## config.mk

```make
export PLATFORM = sky130hd
export DESIGN_NAME = uart_rx_fifo_flat
export DESIGN_NICKNAME = d
export VERILOG_FILES = /design/src/rtl/uart_pkg.sv /design/src/rtl/uart_rx_fifo_if.sv /design/src/rtl/uart_fifo_mem.sv /design/src/rtl/uart_rx_fifo.sv /design/src/flat_wrapper.sv
export SDC_FILE = /design/constraint.sdc
export NUM_CORES = 1
export LEC_CHECK = 0
export ABC_AREA = 1
export CORE_MARGIN = 5
export CORE_UTILIZATION = 56
export CTS_CLUSTER_DIAMETER = 200
export CTS_CLUSTER_SIZE = 10
export DETAILED_ROUTE_END_ITERATION = 10
export DONT_BUFFER_PORTS = 1
export PLACE_DENSITY = 0.71
export SYNTH_ARGS = -nofsm -noshare
export SYNTH_HDL_FRONTEND = slang
export SYNTH_SLANG_ARGS = --single-unit
```

## constraint.sdc

```tcl
create_clock -name clk -period 3 [get_ports clk]
set_input_delay 0.45 -clock clk [delete_from_list [all_inputs] [get_ports clk]]
set_output_delay 0.45 -clock clk [all_outputs]
set_load 0.02 [all_outputs]
```

## src/rtl/uart_pkg.sv

```systemverilog
// Shared UART definitions for the receive path.
// Contents:
//   UART_DATA_W        - byte width produced by the UART receiver
//   UART_RX_FIFO_DEPTH - default number of entries in the receive FIFO
//   fifo_op_e / fifo_op - classification of what the FIFO does in one cycle
package uart_pkg;

  localparam int UART_DATA_W        = 8;
  localparam int UART_RX_FIFO_DEPTH = 16;

  // Per-cycle FIFO activity. The encoding is {read, write}, which lets
  // fifo_op() build the value straight from the two qualified strobes.
  typedef enum logic [1:0] {
    FIFO_OP_IDLE  = 2'b00,
    FIFO_OP_WRITE = 2'b01,
    FIFO_OP_READ  = 2'b10,
    FIFO_OP_BOTH  = 2'b11
  } fifo_op_e;

  function automatic fifo_op_e fifo_op(input logic do_wr, input logic do_rd);
    return fifo_op_e'({do_rd, do_wr});
  endfunction

endpackage

```

## src/rtl/uart_rx_fifo_if.sv

```systemverilog
// Bus bundle between the UART receiver / consumer and the receive FIFO.
// Signals:
//   rx_ready, rx_data       - receiver frame-done level and byte
//   rd_en, clr_ovf          - consumer read request and overflow clear
//   rd_data, rd_valid       - registered read result and its one-cycle strobe
//   empty, full, count      - occupancy status
//   overflow                - sticky dropped-byte flag
// Modports:
//   master - the side driving the receiver/consumer signals
//   slave  - the FIFO itself
interface uart_rx_fifo_if #(
  parameter int DATA_W = uart_pkg::UART_DATA_W,
  parameter int DEPTH  = uart_pkg::UART_RX_FIFO_DEPTH
);

  localparam int CNT_W = $clog2(DEPTH + 1);

  logic              rx_ready;
  logic [DATA_W-1:0] rx_data;
  logic              rd_en;
  logic              clr_ovf;
  logic [DATA_W-1:0] rd_data;
  logic              rd_valid;
  logic              empty;
  logic              full;
  logic [CNT_W-1:0]  count;
  logic              overflow;

  modport master (
    output rx_ready, rx_data, rd_en, clr_ovf,
    input  rd_data, rd_valid, empty, full, count, overflow
  );

  modport slave (
    input  rx_ready, rx_data, rd_en, clr_ovf,
    output rd_data, rd_valid, empty, full, count, overflow
  );

endinterface

```

## src/rtl/uart_fifo_mem.sv

```systemverilog
// Simple dual-port storage array for the receive FIFO.
// Ports:
//   clk, rst        - clock and synchronous active-high reset (read register only)
//   we, waddr, wdata - write port
//   re, raddr, rdata - registered read port; rdata holds when re is low
// A read and a write to the same address in one cycle return the old
// contents, which the full-FIFO simultaneous read/write case relies on.
module uart_fifo_mem #(
  parameter int DEPTH  = uart_pkg::UART_RX_FIFO_DEPTH,
  parameter int DATA_W = uart_pkg::UART_DATA_W
) (
  input  logic                     clk,
  input  logic                     rst,
  input  logic                     we,
  input  logic [$clog2(DEPTH)-1:0] waddr,
  input  logic [DATA_W-1:0]        wdata,
  input  logic                     re,
  input  logic [$clog2(DEPTH)-1:0] raddr,
  output logic [DATA_W-1:0]        rdata
);

  logic [DATA_W-1:0] mem [DEPTH];

  // Contents are never reset; only valid entries are ever read.
  always_ff @(posedge clk) begin
    if (we) begin
      mem[waddr] <= wdata;
    end
  end

  always_ff @(posedge clk) begin
    if (rst) begin
      rdata <= '0;
    end else if (re) begin
      rdata <= mem[raddr];
    end
  end

endmodule

```

## src/rtl/uart_rx_fifo.sv

```systemverilog
// Receive-side byte buffer sitting directly behind the UART receiver.
// A rising edge of rx_ready marks a completed frame; the byte is captured
// one cycle later (giving the receiver's registered data output time to
// settle) and pushed into a circular FIFO. The consumer pops bytes with
// rd_en and sees them on rd_data with a one-cycle rd_valid strobe.
// Ports:
//   clk - system clock
//   rst - synchronous active-high reset
//   bus - uart_rx_fifo_if slave modport (receiver, consumer and status signals)
module uart_rx_fifo #(
  parameter int DEPTH  = uart_pkg::UART_RX_FIFO_DEPTH,
  parameter int DATA_W = uart_pkg::UART_DATA_W
) (
  input logic           clk,
  input logic           rst,
  uart_rx_fifo_if.slave bus
);

  import uart_pkg::*;

  localparam int AW = $clog2(DEPTH);
  localparam int CW = $clog2(DEPTH + 1);
  localparam logic [CW-1:0] DEPTH_C = CW'(DEPTH);

  logic              rdy_q_reg;
  logic              wr_pend_reg;
  logic              rise;
  logic [AW-1:0]     wptr_reg, wptr_next;
  logic [AW-1:0]     rptr_reg, rptr_next;
  logic [CW-1:0]     count_reg, count_next;
  logic              ovf_reg, ovf_next;
  logic              rd_valid_reg;
  logic              empty, full;
  logic              do_wr, do_rd, drop;
  logic [DATA_W-1:0] rd_data_w;
  fifo_op_e          op;

  assign empty = (count_reg == '0);
  assign full  = (count_reg == DEPTH_C);

  // Only the first cycle of a ready level counts as a frame.
  assign rise = bus.rx_ready & ~rdy_q_reg;

  // A full FIFO still accepts a byte when a read frees a slot in the same
  // cycle; full implies non-empty, so that read is always honoured.
  assign do_rd = bus.rd_en & ~empty;
  assign do_wr = wr_pend_reg & (~full | bus.rd_en);
  assign drop  = wr_pend_reg & full & ~bus.rd_en;
  assign op    = fifo_op(do_wr, do_rd);

  always_comb begin
    wptr_next  = wptr_reg;
    rptr_next  = rptr_reg;
    count_next = count_reg;
    ovf_next   = ovf_reg;

    if (do_wr) begin
      wptr_next = wptr_reg + AW'(1);
    end
    if (do_rd) begin
      rptr_next = rptr_reg + AW'(1);
    end

    case (op)
      FIFO_OP_WRITE: count_next = count_reg + CW'(1);
      FIFO_OP_READ:  count_next = count_reg - CW'(1);
      default:       count_next = count_reg;
    endcase

    // A drop in the same cycle as a clear leaves the flag set.
    if (drop) begin
      ovf_next = 1'b1;
    end else if (bus.clr_ovf) begin
      ovf_next = 1'b0;
    end
  end

  always_ff @(posedge clk) begin
    if (rst) begin
      rdy_q_reg    <= 1'b0;
      wr_pend_reg  <= 1'b0;
      wptr_reg     <= '0;
      rptr_reg     <= '0;
      count_reg    <= '0;
      ovf_reg      <= 1'b0;
      rd_valid_reg <= 1'b0;
    end else begin
      rdy_q_reg    <= bus.rx_ready;
      wr_pend_reg  <= rise;
      wptr_reg     <= wptr_next;
      rptr_reg     <= rptr_next;
      count_reg    <= count_next;
      ovf_reg      <= ovf_next;
      rd_valid_reg <= do_rd;
    end
  end

  uart_fifo_mem #(
    .DEPTH  (DEPTH),
    .DATA_W (DATA_W)
  ) u_mem (
    .clk   (clk),
    .rst   (rst),
    .we    (do_wr),
    .waddr (wptr_reg),
    .wdata (bus.rx_data),
    .re    (do_rd),
    .raddr (rptr_reg),
    .rdata (rd_data_w)
  );

  assign bus.rd_data  = rd_data_w;
  assign bus.rd_valid = rd_valid_reg;
  assign bus.empty    = empty;
  assign bus.full     = full;
  assign bus.count    = count_reg;
  assign bus.overflow = ovf_reg;

endmodule
```

## src/flat_wrapper.sv

```systemverilog
// flat-port wrapper written by rule: the top's interface ports become plain ports
module uart_rx_fifo_flat import uart_pkg::*;
#(
  parameter int DEPTH  = uart_pkg::UART_RX_FIFO_DEPTH,
  parameter int DATA_W = uart_pkg::UART_DATA_W
)
  (clk, rst, bus_rx_ready, bus_rx_data, bus_rd_en, bus_clr_ovf, bus_rd_data, bus_rd_valid, bus_empty, bus_full, bus_count, bus_overflow);
  uart_rx_fifo_if #(.DATA_W(DATA_W), .DEPTH(DEPTH)) bus_i ();
  input logic clk;
  input logic rst;
  input wire logic [$bits(bus_i.rx_ready)-1:0] bus_rx_ready;
  input wire logic [$bits(bus_i.rx_data)-1:0] bus_rx_data;
  input wire logic [$bits(bus_i.rd_en)-1:0] bus_rd_en;
  input wire logic [$bits(bus_i.clr_ovf)-1:0] bus_clr_ovf;
  output wire logic [$bits(bus_i.rd_data)-1:0] bus_rd_data;
  output wire logic [$bits(bus_i.rd_valid)-1:0] bus_rd_valid;
  output wire logic [$bits(bus_i.empty)-1:0] bus_empty;
  output wire logic [$bits(bus_i.full)-1:0] bus_full;
  output wire logic [$bits(bus_i.count)-1:0] bus_count;
  output wire logic [$bits(bus_i.overflow)-1:0] bus_overflow;
  assign bus_i.rx_ready = bus_rx_ready;
  assign bus_i.rx_data = bus_rx_data;
  assign bus_i.rd_en = bus_rd_en;
  assign bus_i.clr_ovf = bus_clr_ovf;
  assign bus_rd_data = bus_i.rd_data;
  assign bus_rd_valid = bus_i.rd_valid;
  assign bus_empty = bus_i.empty;
  assign bus_full = bus_i.full;
  assign bus_count = bus_i.count;
  assign bus_overflow = bus_i.overflow;
  uart_rx_fifo #(.DEPTH(DEPTH), .DATA_W(DATA_W)) u_core (.clk(clk), .rst(rst), .bus(bus_i));
endmodule
```

# Word-level counts from Yosys, hierarchy flattened
# Memory sizes are Yosys's and may differ from the RTL's. A register that Yosys moved wholly into a read port is not among the register bits.
# Index checks and enable logic that the tools add are counted.
# W data, S select, Z words.
# classes
n_mux,5
addsub,4
n_eq_ne,3
n_reduce_logical,3
bitwise_logic,10
# op_table
operator,count
$pmux W5 S2,1
$add A4 B1 Y4 const B,2
$add A5 B1 Y5 const B,1
$and A1 B1 Y1,5
$eq A5 B5 Y1 const B,1
$logic_not A5 Y1,1
$sub A5 B1 Y5 const B,1
$mux W1,4
$not A1 Y1,4
$reduce_bool A2 Y1,2
$eq A2 B1 Y1 const B,1
$eq A2 B2 Y1 const B,1
$or A1 B1 Y1,1
# totals
mem_count,1
input_bits,13
wordCells,33
regBits,17
ramBits,128
# memory_table
name,words,word_bits,rd,rd_clocked_by_memory_dff,write_ports,line_no,source
u_core.u_mem.mem,16,8,1,1,1,uart_fifo_mem.sv:22,logic [DATA_W-1:0] mem [DEPTH];

# Logic depth before layout (Yosys ltp)
# depth
ltp_word,6
mapped_depth,14

# Cells and area by module
# A second synthesis with hierarchy kept.
# hier_totals
hier_cells,613
area_unflattened_um2,6517.5
# by_module_without_submodules
module,instances,area_per_inst_um2,cells_each,seq_area_each_um2
uart_fifo_mem,1,5577.8,490,4003.8
uart_rx_fifo,1,939.7,123,340.3

# Worst setup path before layout
# Ideal clock, no wire load.
# synth_path
path_kind,register to register
startpoint,"register u_core.count_reg[2], in the netlist u_core.bus.count[2]"
endpoint,"register u_core.count_reg[3], in the netlist u_core.bus.count[3]"
synth_period_minus_slack_ns,2.270
t_arrival_ns,2.154
stages_incl_launch_ff,13
required_time_ns,2.885
n_path_buf,0
setup_slack_ns,0.730
path_cell_list,dfxtp_1 -> nor2_1 -> nand3_1 -> nor2_2 -> nand2_1 -> nand2_2 -> ha_1 -> ha_1 -> a21oi_1 -> nand2_1 -> xor2_1 -> o21ai_0 -> inv_1
# synth_between
elab_chain_len,6
word_cells_on_any_way,13
# synth_lines
element,line_no,source
"start, declared",uart_rx_fifo.sv:30,"logic [CW-1:0] count_reg, count_next;"
"start signal, assigned",uart_rx_fifo.sv:92,count_reg <= count_next;
$eq A5 B5 Y1 *,uart_rx_fifo.sv:39,assign full = (count_reg == DEPTH_C);
net bus_full,flat_wrapper.sv:18,output wire logic [$bits(bus_i.full)-1:0] bus_full;
$not A1 Y1 *,uart_rx_fifo.sv:47,assign do_wr = wr_pend_reg & (~full | bus.rd_en);
$or A1 B1 Y1 *,uart_rx_fifo.sv:47,
$and A1 B1 Y1 *,uart_rx_fifo.sv:47,
$eq A2 B2 Y1 / $eq A2 B1 Y1 (equally long branches),uart_rx_fifo.sv:64,case (op)
$pmux W5 S2 / $reduce_bool A2 Y1 (equally long branches),n/a,
# Mark *: on every way through the listed nets, which the timed path passes. The rest lies on a longest branch.
# A chain may end at the register's enable or synchronous reset.

# Worst setup path in the final report
# Same ends and word-level chain as after synthesis.

==> metrics.yaml <==
global_route:
  grt_remaining_overflow: 0
  grt_max_degree: 67
  antenna_found_initial: 0
  grt_pass1_vias: 4239
  grt.total_usage: 0.211
  grt_pass1_wl_um: 22700
timing:
  max_freq_mhz: 387
  fin_crit_ns: 2.58
  maxSlewHeadroom: 0.293
  finalSetupViolCount: 0
  hold_viol: 0
  finClkSkew_ns: 0.0174
  rsz0062_at_grt: "false"
  final_max_slew_viol_count: 0
  finalSetupTns_ns: 0
  worstMarginPinSlew_ns: 1.06
  fin_crit_sh: 0.861
route:
  drc: 0
  vias: 4461
  wire_per_inst_um: 17.2
  ant_nets: 0
  drt_iter0_markers: 405
  viasPerCell: 5.37
  wirelength_um: 14300
  dr.pass1.iters: 5
layout:
  largest_reg_flops: 128
  drive_above_1_share: 0.0610
  antenna_cells: 0
  area_growth_syn_to_layout_pct: 9.66
  num-nets-final: 698
  post-route-util: 0.634
synthesis:
  ys.flop_type: "edfxtp_1"
  ys_ff_latch: 153
  synthesis.nets: 701
  synthArstFlopShare: 0
  synth_largest_area_cell: "edfxtp_1"
  synth_edf_count: 128
  synth_top_area_share: 0.577
  synthCells: 678
  synthTopCellsByCount: "nand2_1, edfxtp_1, nand3_1, inv_1, nor2_1"
  ys_seq_area_frac: 0.653
  ys_types: 23
  yosysMostFrequentCell: "nand2_1"
  ys_warn_count: 0
  syn_area_mm2: 0.00666
  avgSynthCellArea_um2: 9.82
  synthTopCellsByArea: "edfxtp_1, nand2_1, dfxtp_1"
floorplan:
  die_h_um: 119
  die_w_um: 119
  die_area_mm2: 0.0142
  io_pins: 30
  core_mm2: 0.0115
  start_util: 0.578
  rows: 39
placement:
  gp_congestion: 0.907
  dp_hpwl_um: 9020
  io_buffer_count: 0
worst_setup_path:
  cp_top_family: "simple AND/OR/NAND/NOR gates"
  critical_path.endpoint_type: "flip-flop"
  path_cells: "nor2_1 -> nand3_1 -> nor2_2 -> nand2_1 -> nand2_2 -> ha_1 -> ha_1 -> a21oi_1 -> nand2_1 -> xor2_1 -> o21ai_0 -> inv_1"
  critPathMaxStageDelay_ns: 0.40
  criticalPathCategory: "flip-flop to flip-flop"
  cp.arrival_ns: 2.91
  worst-path-buf-inv: 1
  cp_slowest_cell: "dfxtp_1"
  worstSetupStartpointType: "flip-flop"
  crit_path_max_fanout: 8
  worstPathRequired_ns: 3.33
clocking:
  post_cts_buffers: 0
  cts_max_level: 4
  ctsHoldBuffers: 0
  cts_made_buffers: 17
  clock_latency_ns: 0.43
  ctsResizeCount: 0
  clock-sinks: 153
  clock-root-buffer: "clkbuf_16"
  cts_tree: "yes"
  clock_path_buffers: 2
  cts.clk_slew.worst_paths_ns: 0.06
status:
  outcome: "finished, final reports clean"
min_path:
  hold_path.class: "input pin to flip-flop"
power_and_ir_drop:
  irDropWorstVdd_v: 0.000513
  leakage_nw: 3.10
  cellPowerDensity_mw_per_mm2: 832
job:
  cap_violations: 0
==> power by group <==
group / leakage (nW) / internal, W / switching, W / total (W)
Clock: 0.286 / 0.00128 / 0.000801 / 0.00208
Combinational: 1.46 / 0.000430 / 0.000981 / 0.00141
Sequential: 1.36 / 0.00241 / 0.000177 / 0.00259
==> through the flow <==
stage | worst slack (ns) | area, µm² | hold slack (ns) | instances | power [W]
6_report | 0.416 | 7300 | 0.0865 | 831 | 0.00608
5_1_grt | 0.173 | 7300 | 0.0683 | 831 | 0.00641
4_1_cts | 0.428 | 7300 | 0.0721 | 831 | 0.00610
3_5_place_dp | 0.441 | 6720 | 0.387 | 799 | 0.00403
3_3_place_gp | 0.514 | 6720 | 0.378 | 799 | 0.00398
2_1_floorplan | 0.730 | 6660 | 0.374 | 678 | 0.00372
==> kinds of logic (layout without fill, tap and decap cells) <==
kind of cell | Yosys count | after routing | synth area share
and+or+nand+nor | 363 | 363 | 0.224
DFF | 153 | 153 | 0.653
buffers and inverters | 123 | 133 | 0.0778
AOI/OAI and AO/OA | 23 | 23 | 0.0177
adders and majority gates | 10 | 10 | 0.0199
xor gates and xnor gates | 6 | 6 | 0.00789
==> final cells by class <==
cell class	count	area (µm²)
clock buffers	23	478
clock inverters	9	97.6
fillers	918	4220
inverters	94	353
multi-input cells	402	1790
flip-flops and latches	153	4350
well taps	143	179
repair buffers	7	52.6
==> final timing paths <==
path / cells past startpoint / slack, ns / from / end
setup / recovery: 12 / 0.42 / u_core.bus.count[2] / u_core.bus.count[3]
hold / removal: 1 / 0.09 / rst / u_core.wptr_reg[2]
setup reg to reg: 12 / 0.42 / u_core.bus.count[2] / u_core.bus.count[3]
hold reg to reg: 1 / 0.40 / u_core.rdy_q_reg / u_core.wr_pend_reg
==> cells in the final DEF (no fill, tap or decap) <==
master / count
o21bai_1: 1
inv_1: 90
nor2_2: 1
o21ai_0: 8
xor2_1: 6
ha_1: 9
nor3_1: 1
nand3_1: 94
clkbuf_8: 3
fa_1: 1
dfxtp_2: 1
nand2_2: 2
a21oi_1: 14
clkinv_2: 6
clkbuf_1: 3
buf_4: 7
inv_2: 2
nor2_1: 41
nand4_1: 1
edfxtp_1: 128
clkinv_1: 2
clkbuf_16: 17
bufinv_16: 2
nand2_1: 223
dfxtp_1: 24
clkinvlp_4: 1
==> per-layer routing <==
layer  up-vias  global-route usage  share of wire
li1       2183                   -              -
met1      2086               0.282           0.43
met2       161               0.326           0.48
met3        31              0.0645          0.067
met4         0              0.0833          0.026
met5         -                   0              0
No activity file was read; power rests on OpenSTA's default activity.
